## src/rtl/fb_fetch_unit_pkg.sv

```systemverilog
// Shared types and constants for the Firebird instruction-fetch stage.
//   fb_if_state_e : fetch FSM encodings (IDLE / FETCH / DRAIN)
//   fb_if_entry_t : {pc, inst} record held by the fetch FIFOs
package fb_fetch_unit_pkg;

  localparam int FB_32BITS   = 32;
  localparam int FB_IF_DEPTH = 2;

  typedef enum logic [1:0] {
    FB_IF_IDLE  = 2'd0,
    FB_IF_FETCH = 2'd1,
    FB_IF_DRAIN = 2'd2
  } fb_if_state_e;

  typedef struct packed {
    logic [FB_32BITS-1:0] pc;
    logic [FB_32BITS-1:0] inst;
  } fb_if_entry_t;

endpackage

```

## src/rtl/fb_fetch_fifo.sv

```systemverilog
// 2-entry synchronous FIFO of {pc, inst} records.
//   clk, rst : clock, synchronous active-high reset
//   push     : write wdata (ignored when full unless a pop frees the slot)
//   pop      : drop the head (ignored when empty)
//   clear    : empty the FIFO; any same-cycle pop has already been consumed
//   rdata    : head entry (stale contents when count is 0)
//   count    : number of valid entries, 0..2
module fb_fetch_fifo
  import fb_fetch_unit_pkg::*;
(
  input  logic         clk,
  input  logic         rst,
  input  logic         push,
  input  logic         pop,
  input  logic         clear,
  input  fb_if_entry_t wdata,
  output fb_if_entry_t rdata,
  output logic [1:0]   count
);

  fb_if_entry_t mem [FB_IF_DEPTH];
  logic         wr_ptr;
  logic         rd_ptr;
  logic         do_push;
  logic         do_pop;

  assign do_pop  = pop && (count != 2'd0);
  assign do_push = push && ((count != 2'(FB_IF_DEPTH)) || do_pop);
  assign rdata   = mem[rd_ptr];

  always_ff @(posedge clk) begin
    if (rst) begin
      for (int i = 0; i < FB_IF_DEPTH; i++) mem[i] <= '0;
      wr_ptr <= 1'b0;
      rd_ptr <= 1'b0;
      count  <= 2'd0;
    end else if (clear) begin
      // A pop in the same cycle was already seen by the consumer, so
      // clearing everything is equivalent to "pop, then clear".
      wr_ptr <= 1'b0;
      rd_ptr <= 1'b0;
      count  <= 2'd0;
    end else begin
      if (do_push) begin
        mem[wr_ptr] <= wdata;
        wr_ptr      <= ~wr_ptr;
      end
      if (do_pop) rd_ptr <= ~rd_ptr;
      count <= count + {1'b0, do_push} - {1'b0, do_pop};
    end
  end

endmodule

```

## src/rtl/fb_fetch_unit.sv

```systemverilog
// Firebird instruction-fetch stage.
// Holds the word-addressed PC, issues requests to instruction memory,
// pairs in-order responses with their PCs and buffers them in a 2-entry
// FIFO towards decode. Redirects (misprediction) and taken predictions
// flush the stage and discard responses still in flight.
//   clk, rst                       : clock, synchronous active-high reset
//   redirect / redirect_pc         : misprediction and corrected PC
//   pred_valid / pred_pc           : taken prediction from decode
//   imem_req_valid/ready/addr      : request channel (word address)
//   imem_rsp_valid/data            : in-order response channel
//   if_valid / if_pc / if_inst     : FIFO head towards the IF/ID register
//   id_ready                       : IF/ID accepts the head (low = stall)
module fb_fetch_unit
  import fb_fetch_unit_pkg::*;
#(
  parameter logic [31:0] RESET_PC = 32'h0
) (
  input  logic        clk,
  input  logic        rst,
  input  logic        redirect,
  input  logic [31:0] redirect_pc,
  input  logic        pred_valid,
  input  logic [31:0] pred_pc,
  output logic        imem_req_valid,
  input  logic        imem_req_ready,
  output logic [31:0] imem_req_addr,
  input  logic        imem_rsp_valid,
  input  logic [31:0] imem_rsp_data,
  output logic        if_valid,
  output logic [31:0] if_pc,
  output logic [31:0] if_inst,
  input  logic        id_ready
);

  fb_if_state_e state;
  logic [31:0]  pc;
  logic [1:0]   outstanding;
  logic [1:0]   drop_cnt;
  logic [1:0]   drop_next;
  logic [1:0]   out_count;
  logic [1:0]   pend_count;
  logic [2:0]   credit_used;
  logic         flush;
  logic         deq;
  logic         hs;
  logic         rsp_live;
  logic         rsp_keep;
  fb_if_entry_t out_head;
  fb_if_entry_t out_wdata;
  fb_if_entry_t pend_head;
  fb_if_entry_t pend_wdata;
  logic         unused_pend;

  assign flush = redirect || pred_valid;
  assign deq   = if_valid && id_ready;

  // Slots already committed: in flight plus buffered. A head leaving this
  // cycle frees its slot immediately, which is what sustains one
  // instruction per cycle with single-cycle memory.
  assign credit_used = {1'b0, outstanding} + {1'b0, out_count} - {2'b0, deq};

  assign imem_req_valid = (state == FB_IF_FETCH) && (credit_used < 3'(FB_IF_DEPTH)) && !flush;
  assign imem_req_addr  = pc;
  assign hs             = imem_req_valid && imem_req_ready;

  // Responses seen in IDLE belong to requests from before reset.
  assign rsp_live = imem_rsp_valid && (state != FB_IF_IDLE);
  assign rsp_keep = rsp_live && (drop_cnt == 2'd0) && !flush;

  always_comb begin
    drop_next = drop_cnt;
    if (flush)
      drop_next = outstanding - {1'b0, rsp_live};
    else if (rsp_live && (drop_cnt != 2'd0))
      drop_next = drop_cnt - 2'd1;
  end

  always_ff @(posedge clk) begin
    if (rst) begin
      state       <= FB_IF_IDLE;
      pc          <= RESET_PC;
      outstanding <= 2'd0;
      drop_cnt    <= 2'd0;
    end else begin
      outstanding <= outstanding + {1'b0, hs} - {1'b0, rsp_live};
      drop_cnt    <= drop_next;
      if (flush)   pc <= redirect ? redirect_pc : pred_pc;
      else if (hs) pc <= pc + 32'd1;
      case (state)
        FB_IF_IDLE:  state <= FB_IF_FETCH;
        FB_IF_FETCH: if (flush && (drop_next != 2'd0)) state <= FB_IF_DRAIN;
        FB_IF_DRAIN: if (drop_next == 2'd0) state <= FB_IF_FETCH;
        default:     state <= FB_IF_IDLE;
      endcase
    end
  end

  // PCs of accepted requests, popped as their responses are kept.
  assign pend_wdata = '{pc: pc, inst: 32'h0};

  fb_fetch_fifo u_pend (
    .clk   (clk),
    .rst   (rst),
    .push  (hs),
    .pop   (rsp_keep),
    .clear (flush),
    .wdata (pend_wdata),
    .rdata (pend_head),
    .count (pend_count)
  );

  assign out_wdata = '{pc: pend_head.pc, inst: imem_rsp_data};

  fb_fetch_fifo u_out (
    .clk   (clk),
    .rst   (rst),
    .push  (rsp_keep),
    .pop   (deq),
    .clear (flush),
    .wdata (out_wdata),
    .rdata (out_head),
    .count (out_count)
  );

  assign unused_pend = ^{pend_head.inst, pend_count};

  assign if_valid = (out_count != 2'd0);
  assign if_pc    = out_head.pc;
  assign if_inst  = out_head.inst;

endmodule

```

## config.mk

```make
export PLATFORM = sky130hd
export DESIGN_NAME = fb_fetch_unit
export DESIGN_NICKNAME = d
export VERILOG_FILES = /design/src/rtl/fb_fetch_unit_pkg.sv /design/src/rtl/fb_fetch_fifo.sv /design/src/rtl/fb_fetch_unit.sv
export SDC_FILE = /design/constraint.sdc
export NUM_CORES = 1
export LEC_CHECK = 0
export BUFFER_PORTS_ARGS = -buffer_cell sky130_fd_sc_hd__clkbuf_2
export CORE_MARGIN = 10
export CORE_UTILIZATION = 35
export CTS_CLUSTER_SIZE = 8
export DETAILED_ROUTE_END_ITERATION = 10
export PLACE_DENSITY = 0.53
export SYNTH_ARGS = -nofsm -noshare
export SYNTH_HDL_FRONTEND = slang
export SYNTH_SLANG_ARGS = --single-unit
export TNS_END_PERCENT = 10
```

## constraint.sdc

```tcl
create_clock -name clk -period 6.9 [get_ports clk]
set_input_delay 0.345 -clock clk [delete_from_list [all_inputs] [get_ports clk]]
set_output_delay 0.345 -clock clk [all_outputs]
set_load 0.01 [all_outputs]
```

==> results of run 1 <==
final timing paths:
check	start	end
worst min-delay path	redirect_pc[0]	imem_req_addr[0]
worst max register to register	u_out.count[1]	u_pend.mem[0][1]
worst min register to register	u_pend.rd_ptr	u_pend.rd_ptr
worst max-delay path	u_out.count[1]	u_pend.mem[0][1]
where the power goes:
| part | internal (mW) | leakage [nW] | total, mW | switching [mW] |
|---|---|---|---|---|
| sequential | 1.66 | 2.38 | 1.74 | 0.0739 |
| combinational | 0.179 | 2.52 | 0.460 | 0.281 |
| clock | 0.941 | 0.468 | 1.53 | 0.590 |
| total | 2.78 | 5.37 | 3.73 | 0.945 |
area by class of cell:
| class | instances | area, sq um | share of cell area [%] |
|---|---|---|---|
| Sequential cell | 240 | 6730 | 49.4 |
| Multi-Input combinational cell | 616 | 4210 | 30.9 |
| Timing Repair Buffer | 216 | 1120 | 8.24 |
| Clock buffer | 47 | 942 | 6.92 |
| Tap cell | 402 | 503 | 3.70 |
| Inverter | 22 | 82.6 | 0.607 |
| Clock inverter | 2 | 25.0 | 0.184 |
| Antenna cell | 1 | 2.50 | 0.0184 |
sequential cells by signal, indices dropped and copies added, names as in the netlist, named ones only:
register	flops
u_pend.mem	64
drop_cnt	2
u_pend.count	2
u_out.wr_ptr	1
u_out.count	2
imem_req_addr	32
state	2
u_out.mem	128
u_pend.wr_ptr	1
outstanding	2
u_out.rd_ptr	1
u_pend.rd_ptr	1
per-layer routing:
| metal | vias up | track usage (%) |
|---|---|---|
| li1 | 3794 | - |
| met1 | 3778 | 20.6 |
| met2 | 238 | 24.9 |
| met3 | 41 | 3.48 |
| met4 | 0 | 4.82 |
| met5 | - | 0 |
logic make-up (layout without fill, tap and decap cells):
group | count (synthesis) | count (layout) | share of synthesized area (%)
other | 0 | 1 | 0
multiplexers | 103 | 103 | 9.86
AO/OA/AOI/OAI | 107 | 107 | 6.41
adder cells (fa/ha/maj) | 11 | 11 | 1.29
AND/OR/NAND/NOR | 365 | 365 | 17.2
XOR/XNOR | 30 | 30 | 2.40
flip-flops | 240 | 240 | 59.7
buffers and inverters | 88 | 287 | 3.14
cells in the mapped netlist (all sizes together) (22+ instances only):
| cell | instances |
|---|---|
| xnor2 | 25 |
| clkbuf | 58 |
| nand3 | 22 |
| and2 | 94 |
| mux2 | 64 |
| mux2i | 39 |
| edfxtp | 192 |
| and3 | 47 |
| dfxtp | 48 |
| nand2 | 43 |
| o21ai | 28 |
| nor2 | 105 |
worst max-delay path, stage by stage (launching register included):
cell	delay (ps)
dfxtp_1	330
inv_1	120
nand2_1	80
and2_1	180
ha_1	270
inv_1	80
nand2_1	70
fa_1	540
and4b_1	390
nand3_2	190
or2_1	390
nor3_4	740
and2_1	230
==> summary.md, run 1 <==
Count of endpoints failing setup in the final report: 0. The number of global-route vias before repair is 8,058. For this run, the total global-route usage over all layers was measured as 15.6%.

Across the run, the number of max-cap violations was 0. The H-tree was split into 2 levels. The peak clock frequency supported by timing is 264 MHz. The library cells used most frequently in the layout, excluding fill and tap cells, are clkbuf_2, edfxtp_1, nor2_1.

The run gives 59.7% as the proportion of synthesized chip area in sequential cells. The logs give 201 for the count of pins on the block boundary and 0 for the post-cts hold buffer count. The minimum hold slack was 88.5 ps; the worst supply voltage drop on vdd was 159 uV. After the first detailed-routing iteration, the DRC count stood at 487.

In this run the top signal layer used is met4. The core region is 0.0316 sq mm. In the post-synthesis netlist, the biggest area contributors are edfxtp_1, dfxtp_1, mux2_2.

OpenSTA, run right after detailed placement, puts the worst setup slack at 2910 ps. In this run the power density over the cells is 274 mW/mm^2. Counting along the longest clock path gives a buffer depth of 3. The logs give 31,400 um for the detailed-route wire length and 1880 um for the routed length on met3. The number of iterations in the first detailed-routing pass is 4, and the starting utilization of the core area is 35.6%. The run finished with clean final reports. The clock-pin transition on the worst setup and hold timing paths is 50 ps. For the number of post-CTS setup repair buffers, the log shows 0.

Counting every instance in the synthesized netlist gives 944. Setup slack on the worst reg-to-reg path comes out at 3120 ps. Headroom to the max-slew limit came out at 28.2%. Of all nets on the critical path, the largest fanout is 28. The min-delay analysis places its worst path in the category in2reg. TritonCTS built the clock tree. Of the available clock period, the critical path in the final layout requires 54.8%. The first global-routing pass estimated 48,000 um of wire.

Row generation in the floorplan step produced 65 rows. The tools report the total grt overflow as 0. Of all flip-flops after synthesis, the portion carrying an async set or reset was 0%.

Leaving out fill and tap cells, the most frequent cell in the layout is clkbuf_2. The slew of the pin with the lowest slew margin was 1080 ps. In this run, synthesis inferred 192 flip-flops with an integrated enable. Synthesis produced a netlist with a net count of 1,058. The critical path start-end classification was reg2reg.

Dividing the detail-routed wire length by the instance count gives 20.3 um. The cell count of the worst hold path is 3. In the synthesized netlist the dominant register cell turns out to be edfxtp_1. STA classifies the critical path endpoint as a register. The logs give 0.0113 sq mm for the cell area after synthesis and 0 for the count of cells resized by post-cts repair. The die is 199 um tall.

Number of nets at the end of the flow: 1,245. The biggest area consumer among synthesized cells is edfxtp_1. The worst path in the final design needs a cycle of 3780 ps, including I/O delays and setup. For the worst setup path, the data arrival time is 4130 ps.

After layout, the worst setup slack is 3120 ps. The top cell type's share of synthesized area is 51.2%, and the count of final max-slew check failures is 0. The global placer's final weighted congestion was 0.858; the number of clock sinks seen by CTS was 240. The post-synthesis to final-layout area growth is 20.8%, and the total negative slack for setup checks is 0 ps. The routed length on met2 was 14,700 um; the required time of the worst setup path was 7250 ps.

Summed over all cells, the static leakage comes to 5.37 nW. The die covers 0.0398 sq mm. The number of antenna violations at the first check in global routing came out at 1. Detailed routing inserted a total of 7,851 vias. During placement, the flow inserted port buffers numbering 200. The worst setup path is launched from a register. The cell depth of the worst flop-to-flop path is 12, and the share of final-layout standard cells stronger than drive strength 1 is 29.1%. The run gives 1,496 as the total instance count after detailed placement. The filler cells instantiated in the layout total 2,936. Using the TritonRoute via totals, the vias-per-cell ratio works out to 5.08. The average footprint of a synthesized cell works out to 11.9 sq um. After synthesis the netlist holds a flip-flop and latch count of 240.

The HPWL after detailed placement is 21,500 um. The logs give 0 for the number of nets still failing antenna checks after routing and 66 for the count of cell types in the netlist. Final standard cell area without fillers: 0.0136 sq mm. After detailed routing, the wire length on met1 is 14,300 um. The logs give 19.8 ps for the worst setup skew after layout and 43.0% for the final standard cell utilization of the core.

Setup repair after global routing left no endpoint under its margin. The tools report the number of standard cells in the final layout excluding fillers as 1,546. The root buffer cell chosen for the clock tree is clkbuf_16. The total power after layout is 3.73 mW. The later-pin clock latency in the skew report was 500 ps; the pin count of the biggest net entering global routing was 46. The tools report the number of endpoints with negative hold slack in the final report as 0. The placed standard-cell area is 0.0126 sq mm, and the horizontal die dimension is 199 um. The logs give 0 for the number of remaining DRC errors and 0 for the Yosys warning count. The number of clock buffers added by TritonCTS is 35.
No activity file was read; power rests on OpenSTA's default activity.
==> run 2, diff against run 1 <==
--- a/config.mk
+++ b/config.mk
@@ -5,6 +5,7 @@
 export SDC_FILE = /design/constraint.sdc
 export NUM_CORES = 1
 export LEC_CHECK = 0
+export ABC_AREA = 1
 export BUFFER_PORTS_ARGS = -buffer_cell sky130_fd_sc_hd__clkbuf_2
 export CORE_MARGIN = 10
 export CORE_UTILIZATION = 35
==> constraint.sdc (replaced) <==
create_clock -name clk -period 3.9 [get_ports clk]
set_input_delay 0.195 -clock clk [delete_from_list [all_inputs] [get_ports clk]]
set_output_delay 0.195 -clock clk [all_outputs]
set_load 0.01 [all_outputs]
==> summary.md, run 2 <==
The run finished with clean final reports. The top cell types in the final layout, fill and taps aside, are nor2_1, clkbuf_2, edfxtp_1. The register with the most flip-flops in the layout has 128 of them. The critical register-to-register path endpoint was u_pend.mem[0][21].

The placed standard-cell area was 0.0130 sq mm. For this design the ratio of total power to cell area is 458 mW/mm^2. At the later pin of the worst-skew pair, clock insertion delay measures 500 ps. IR analysis of the VDD net gives a maximum drop of 210 uV. The run gives 0.0407 sq mm as the die outline area. The number of different library cells used by synthesis comes to 39. The tools report the count of endpoints failing setup in the final report as 0. The library cell used most frequently in the layout, excluding fill and tap cells, is nor2_1. After synthesis, the cell types taking the most area are edfxtp_1, nor2_1, dfxtp_1. In the global route stage, overall resource usage came out at 15.1%. Tracing the worst setup path back leads to its startpoint at u_out.count[1].

Measured along the y axis, the die boundary spans 202 um. Between clock sinks in the finished design, the worst skew comes to 24.4 ps. Share of final-layout standard cells stronger than drive strength 1: 25.0%. No sink is reached through more buffers than the 3 on the longest clock path.

The data arrival time of the critical path is 3150 ps, and the share of flip-flops with an asynchronous set or reset after synthesis is 0%. The tools report the worst reg-to-reg setup slack as 880 ps. CTS built an H-tree with a depth of 2. The critical path start-end classification was reg2reg. The starting utilization of the core area was 35.5%; the global-route wire length before repair was 49,600 um.

The tools report the count of final max-slew check failures as 0. The min-delay analysis places its worst path in the category in2reg. The total of fill cells in the finished design is 3,251, and the slew of the pin with the lowest slew margin is 1010 ps. The cell depth of the worst flop-to-flop path was 15.

The cell type of the slowest stage on the worst timing path was fa_1. In the synthesized netlist the dominant register cell turns out to be edfxtp_1. Summing all non-filler instances in the final layout gives an area of 0.0140 sq mm. For the core area, the log shows 0.0325 sq mm. Sorting the synthesized cells by how often they occur yields nor2_1, edfxtp_1, nand2_1. The run gives 0 as the count of cells resized by post-cts repair. Number of iterations in the first detailed-routing pass: 5. STA classifies the critical path endpoint as a register. The average footprint of a synthesized cell is 9.83 sq um. The global-route track usage on met2 is 22.8%. Synthesis produced a netlist with a net count of 1,290. The tools report the number of clock sinks seen by CTS as 240.

The cell repeated most along the worst path is nand2_1. For the cell area after synthesis, the log shows 0.0116 sq mm. TritonCTS built the clock tree. The detailed-route wire length is 31,300 um, and the max capacitance violation total is 0. The number of global-route vias before repair came out at 8,786.

The worst hold path endpoint was imem_req_addr[3]. The signal on the critical path passes through inv_1 > nand2_1 > nand2_1 > inv_1 > ha_1 > inv_1 > nand2_1 > fa_1 > nand3_1 > nor3_4 > nand2_2 > clkinv_2 > nand2_1 > nand2_1 > buf_4. The detail route stage leaves a number of antenna-violating nets equal to 0. For this design the top-level I/O count stands at 201. The number of DRC markers in iteration 0 was 539.

Number of antenna violations at the first check in global routing: 0. Once the clock tree was built, the setup fixing pass inserted 0 buffers. The cell count of the worst hold path came out at 3. The clock tree root driver cell was clkbuf_16.

The biggest area consumer among synthesized cells was edfxtp_1. In the final design database the tool counted 1,489 nets. The pin count of the biggest net entering global routing was 65; the detail-routed net length per standard cell was 17.1 um. After global routing, the most crowded layer is met2. Summed over all cells, the static leakage comes to 5.70 nW. The logs give 0 for the number of endpoints with negative hold slack in the final report and 0.843 for the global placer's final weighted congestion. After legalization and detailed placement, the total HPWL measured 21,900 um. The maximum fanout along the worst path is 32.

The worst hold path begins at pred_pc[3]. Register name with the most flops: u_out.mem. Setup repair after global routing left no endpoint under its margin. The time the worst path needs with I/O delays and setup works out to 3020 ps. The antenna diode instance count was 0; the horizontal die dimension was 202 um. For this run, global-route usage on met3 was measured as 4.11%.

The vias per cell is 4.74. Synthesis handed over a netlist of 1,176 instances. Based on the critical path, the design can be clocked at up to 332 MHz.

The Yosys warning count is 0, and the relative max-transition margin is 32.7%. The count of flip-flops with a built-in enable after synthesis was 192; the required time of the worst setup path was 4030 ps. The number of remaining DRC errors was 0; the flip-flop and latch count after synthesis was 240. The proportion of synthesized chip area in sequential cells was 58.2%.

In the global route stage, met1 resource usage came out at 20.9%. Relative to the synthesized area, the layout overhead comes to 21.0%. In the post-synthesis netlist, the cell with the most instances is nor2_1. Summed over its instances, the top area cell type makes up 49.9% of the synthesized netlist area. Number of buffers added on ports: 200.

Summing over every cut layer, the via total after detailed routing is 8,673. The worst register-to-register path begins at u_out.count[1]. Clock-pin slew was measured on the worst setup and hold paths at 50 ps. In this design, the stage delay of the slowest critical-path cell is 480 ps. The number of clock buffers added by TritonCTS is 36. After global routing the overflow that remains totals 0. Share of the cycle needed by the critical path after routing: 77.3%.

STA classifies the critical path startpoint as a register. After floorplanning, the core was divided into 66 placement rows. Summed over all failing endpoints, the final setup total negative slack is 0 ps.
run 2: per-layer routing:
metal / part of all wire (%) / wire length, um / up-vias
li1: - / - / 4315
met1: 48 / 15100 / 4059
met2: 43 / 13500 / 256
met3: 6.5 / 2040 / 43
met4: 1.9 / 599 / 0
met5: 0 / 0 / -
run 2: logic make-up (layout without fill, tap and decap cells):
group / after synthesis / in the layout / synth area share [%]
flip-flops: 240 / 240 / 58.2
multiplexers: 96 / 96 / 9.01
XOR/XNOR: 7 / 7 / 0.531
AND/OR/NAND/NOR: 545 / 545 / 19.6
AO/OA/AOI/OAI: 114 / 114 / 5.20
adder cells (fa/ha/maj): 11 / 11 / 1.26
buffers and inverters: 163 / 376 / 6.16
run 2: worst max-delay path: cells and delay by family (launching register included):
kind | cells | cell delay (ps)
DFF | 1 | 310
buffers and inverters | 5 | 720
and+or+nand+nor | 8 | 850
adders and majority gates | 2 | 740
run 2: worst max path at each step:
stage / endpoint / slack [ps] / cells past startpoint
after CTS: u_pend.mem[0][21] / 850 / 15
final: u_pend.mem[0][21] / 880 / 15
after global routing: u_pend.mem[0][21] / 610 / 15
after global placement: u_pend.mem[0][24] / 950 / 15
after detailed placement: u_pend.mem[0][23] / 880 / 15
after floorplan: u_pend.mem[1][0] / 100 / 12
run 2: where the power goes:
group | switching, mW | total (mW) | internal (mW)
sequential | 0.0851 | 2.99 | 2.90
clock | 1.05 | 2.77 | 1.73
combinational | 0.418 | 0.650 | 0.232
total | 1.55 | 6.41 | 4.86
run 2: cell type report:
class                      instances  area (sq um)  share of cell area, %
sequential                       240          6730                   48.1
inverter                         106           399                   2.85
timing repair buffer             218          1180                   8.43
multi-input combinational        773          4130                   29.5
tap                              442           553                   3.96
clock inverter                     1          3.75                 0.0268
clock buffer                      51           988                   7.07
run 2: timing repair:
action / 4_1_cts / 5_1_grt
hold endpoints to repair: 6 / 0
endpoints found under the setup margin: 0 / 0
hold buffers: 2 / 0
run 2: metrics by stage:
| step | util [%] | worst slack [ps] | total power, mW | hold slack (ps) | cells |
|---|---|---|---|---|---|
| CTS | 43.0 | 848 | 6.49 | 0.230 | 1831 |
| floorplan | - | 96.0 | 3.41 | 264 | 1176 |
| detailed placement | 39.9 | 875 | 3.69 | 462 | 1777 |
| global placement | 39.9 | 946 | 3.68 | 456 | 1777 |
| global route | 43.0 | 615 | 6.70 | 11.8 | 1831 |
| finish | 43.0 | 884 | 6.41 | 22.6 | 1831 |
==> run 3, diff against run 2 <==
--- a/config.mk
+++ b/config.mk
@@ -11,7 +11,7 @@
 export CORE_UTILIZATION = 35
 export CTS_CLUSTER_SIZE = 8
 export DETAILED_ROUTE_END_ITERATION = 10
-export PLACE_DENSITY = 0.53
+export PLACE_DENSITY = 0.55
 export SYNTH_ARGS = -nofsm -noshare
 export SYNTH_HDL_FRONTEND = slang
 export SYNTH_SLANG_ARGS = --single-unit
==> constraint.sdc (replaced) <==
create_clock -name clk -period 2.75 [get_ports clk]
set_input_delay 0.1375 -clock clk [delete_from_list [all_inputs] [get_ports clk]]
set_output_delay 0.1375 -clock clk [all_outputs]
set_load 0.01 [all_outputs]
==> summary.md, run 3 (same netlist as run 2, synthesis figures left out) <==
The library cell used most frequently in the layout, excluding fill and tap cells, is nor2_1. The register name with the most flops is u_out.mem. After the last flow step, the layout net total stands at 1,546.

The clock passes through at most 3 buffers. The number of buffers created by CTS was 36; the clock-pin transition on the worst setup and hold timing paths was 50 ps. In this run the most used layer during global routing was met2.

The logs give 0.848 for the global placer's final weighted congestion and 240 for the number of clock sinks seen by CTS. The cell count of the worst hold path was 5; the peak clock frequency supported by timing was 359 MHz. Adding up every negative setup slack in the final design gives -467 ps. For this run, the detailed router's first-pass iteration total came to 5. At the worst endpoint, the arrival time is 3000 ps. The flow ran to the end, but the final reports show violations. The die is 202 um tall. For the pin with the worst max-slew slack, the measured transition is 787 ps. Entering global routing, the biggest net connects 65 pins. The tools report the global routing met3 resource utilization as 4.19%. The startpoint identified for the worst register-to-register timing path is u_out.count[0]. The worst supply voltage drop on vdd is 383 uV, and the number of H-tree branching levels is 2.

For this configuration, the core starts out at a cell density of 35.5%. The checks that failed: setup timing. The share of final-layout standard cells stronger than drive strength 1 is 26.4%. Total power after layout: 9.18 mW.

The library cells used most frequently in the layout, excluding fill and tap cells, are nor2_1, clkbuf_2, edfxtp_1. The path with the worst hold slack has its endpoint at imem_req_addr[7]. Power spread over the standard cell area amounts to 623 mW/mm^2. Buffers placed on the I/O ports in this run total 200. The final route contains 8,930 vias. Between clock sinks in the finished design, the worst skew comes to 18.5 ps.

Setup violations remaining at the end of the flow were counted as 16. The antenna diode instance count came out at 0. For the half-perimeter wire length of the detailed placement result, the log shows 22,100 um. The tools report the launch point of the worst hold path as pred_pc[7].

Core area: 0.0325 sq mm. For the max capacitance violation total, the log shows 0. The endpoint identified for the worst register-to-register timing path is u_pend.mem[1][12].

In the routed layout, each cell is associated on average with a via count of 4.73. The die is 202 um wide. Counting cells, the worst reg-to-reg path comes to 14.

The post-synthesis to final-layout area growth was 27.5%. The later-pin clock latency in the skew report was 510 ps. The met1 capacity usage during global routing is 20.5%.

In the routed design, unresolved DRC markers number 0. Dividing the detail-routed wire length by the instance count gives 16.9 um. The run gives 201 as the count of pins on the block boundary.

Number of nets still failing antenna checks after routing: 0. STA classifies the critical path endpoint as a register. The tools report the count of final max-slew check failures as 0. Setup repair after global routing could not meet its margin everywhere. For this run, the total global-route usage over all layers was measured as 15.1%. The relative max-transition margin is 47.5%, and the maximum fanout along the worst path is 8. By startpoint and endpoint, the worst setup path is classified as reg2reg. Tracing the worst setup path back leads to its startpoint at u_out.count[0]. STA classifies the critical path startpoint as a register. The initialized floorplan defines 66 standard-cell rows.

The worst-case setup margin in the final layout came out at -36.3 ps. The number of antenna violations at the first check in global routing is 0, and the leakage power figure is 6.02 nW. For this block, the routed nets add up to 31,900 um of wire. The first global-routing pass estimated 49,800 um of wire. After global routing the overflow that remains totals 0. TritonCTS built the clock tree. The root buffer cell chosen for the clock tree is clkbuf_16.

For the number of global-route vias before repair, the log shows 8,965. The number of DRC markers in iteration 0 was 557; the global-route track usage on met2 was 23.2%. The time the worst path needs with I/O delays and setup is 2790 ps. The register with the most flip-flops in the layout has 128 of them. STA puts the critical path data required time at 2960 ps. The worst reg-to-reg setup slack came out at -40 ps.

The share of the cycle needed by the critical path after routing works out to 101%. The die covers 0.0407 sq mm. The tightest min-delay check is of the in2reg type. The number of endpoints with negative hold slack in the final report came out at 0. Once layout is complete, the utilization of the core stands at 45.3%.
run 3: cell types whose count changed in the layout (fill, tap and decap cells not counted), sizes merged:
cell,change
dlygate4sd3,+42
buf,+13
inv,+3
clkbuf,-1
clkinv,-1
run 3: critical path, cell delays in order, from the launching register on:
cell	delay, ps
dfxtp_2	330
inv_4	70
nand2_4	50
nand2_4	60
inv_2	40
ha_4	210
inv_2	60
nand2_2	50
fa_1	560
nand3_2	120
nor3_4	160
nand2_2	120
buf_6	140
o21ai_4	290
clkbuf_16	230
run 3: layout make-up:
cell class / count / area, sq um
fill: 3141 / 17800
sequential: 240 / 6730
multi-input combinational: 773 / 4200
timing repair buffer: 275 / 1850
clock buffer: 48 / 967
tap: 442 / 553
inverter: 106 / 403
clock inverter: 3 / 26.3
run 3: worst max path at each step:
stage	end	depth (start not counted)
floorplan	u_pend.mem[1][0]	12
global placement	u_pend.mem[0][27]	15
detailed placement	u_pend.count[1]	16
CTS	u_pend.mem[0][25]	15
global route	u_pend.mem[1][12]	15
finish	u_pend.mem[1][12]	14
run 3: per-stage QoR:
| stage | instance area [sq um] | hold slack (ps) | setup WS, ps | instances |
|---|---|---|---|---|
| 6_report | 14700 | 29.9 | -36.3 | 1887 |
| 5_1_grt | 14700 | 31.4 | -120 | 1887 |
| 4_1_cts | 14600 | 1.28 | 2.04 | 1880 |
| 3_5_place_dp | 13200 | 406 | 39.3 | 1785 |
| 3_3_place_gp | 13200 | 402 | 82.9 | 1785 |
| 2_1_floorplan | 11600 | 207 | -82.8 | 1176 |
run 3: layer usage:
metal	up-vias	routed length, um
met4	0	588
met5	-	0
li1	4423	-
met1	4158	14700
met2	303	14000
met3	46	2530
run 3: power breakdown:
part	internal, mW	switching (mW)	leakage [nW]	total [mW]
combinational	0.403	0.618	3.15	1.02
sequential	4.12	0.122	2.38	4.24
clock	2.42	1.50	0.482	3.92
run 3: timing repair:
item,CTS,global route
resized for setup,0,15
hold endpoints to repair,79,0
hold buffers,44,0
endpoints found under the setup margin,0,70
setup buffers,0,4
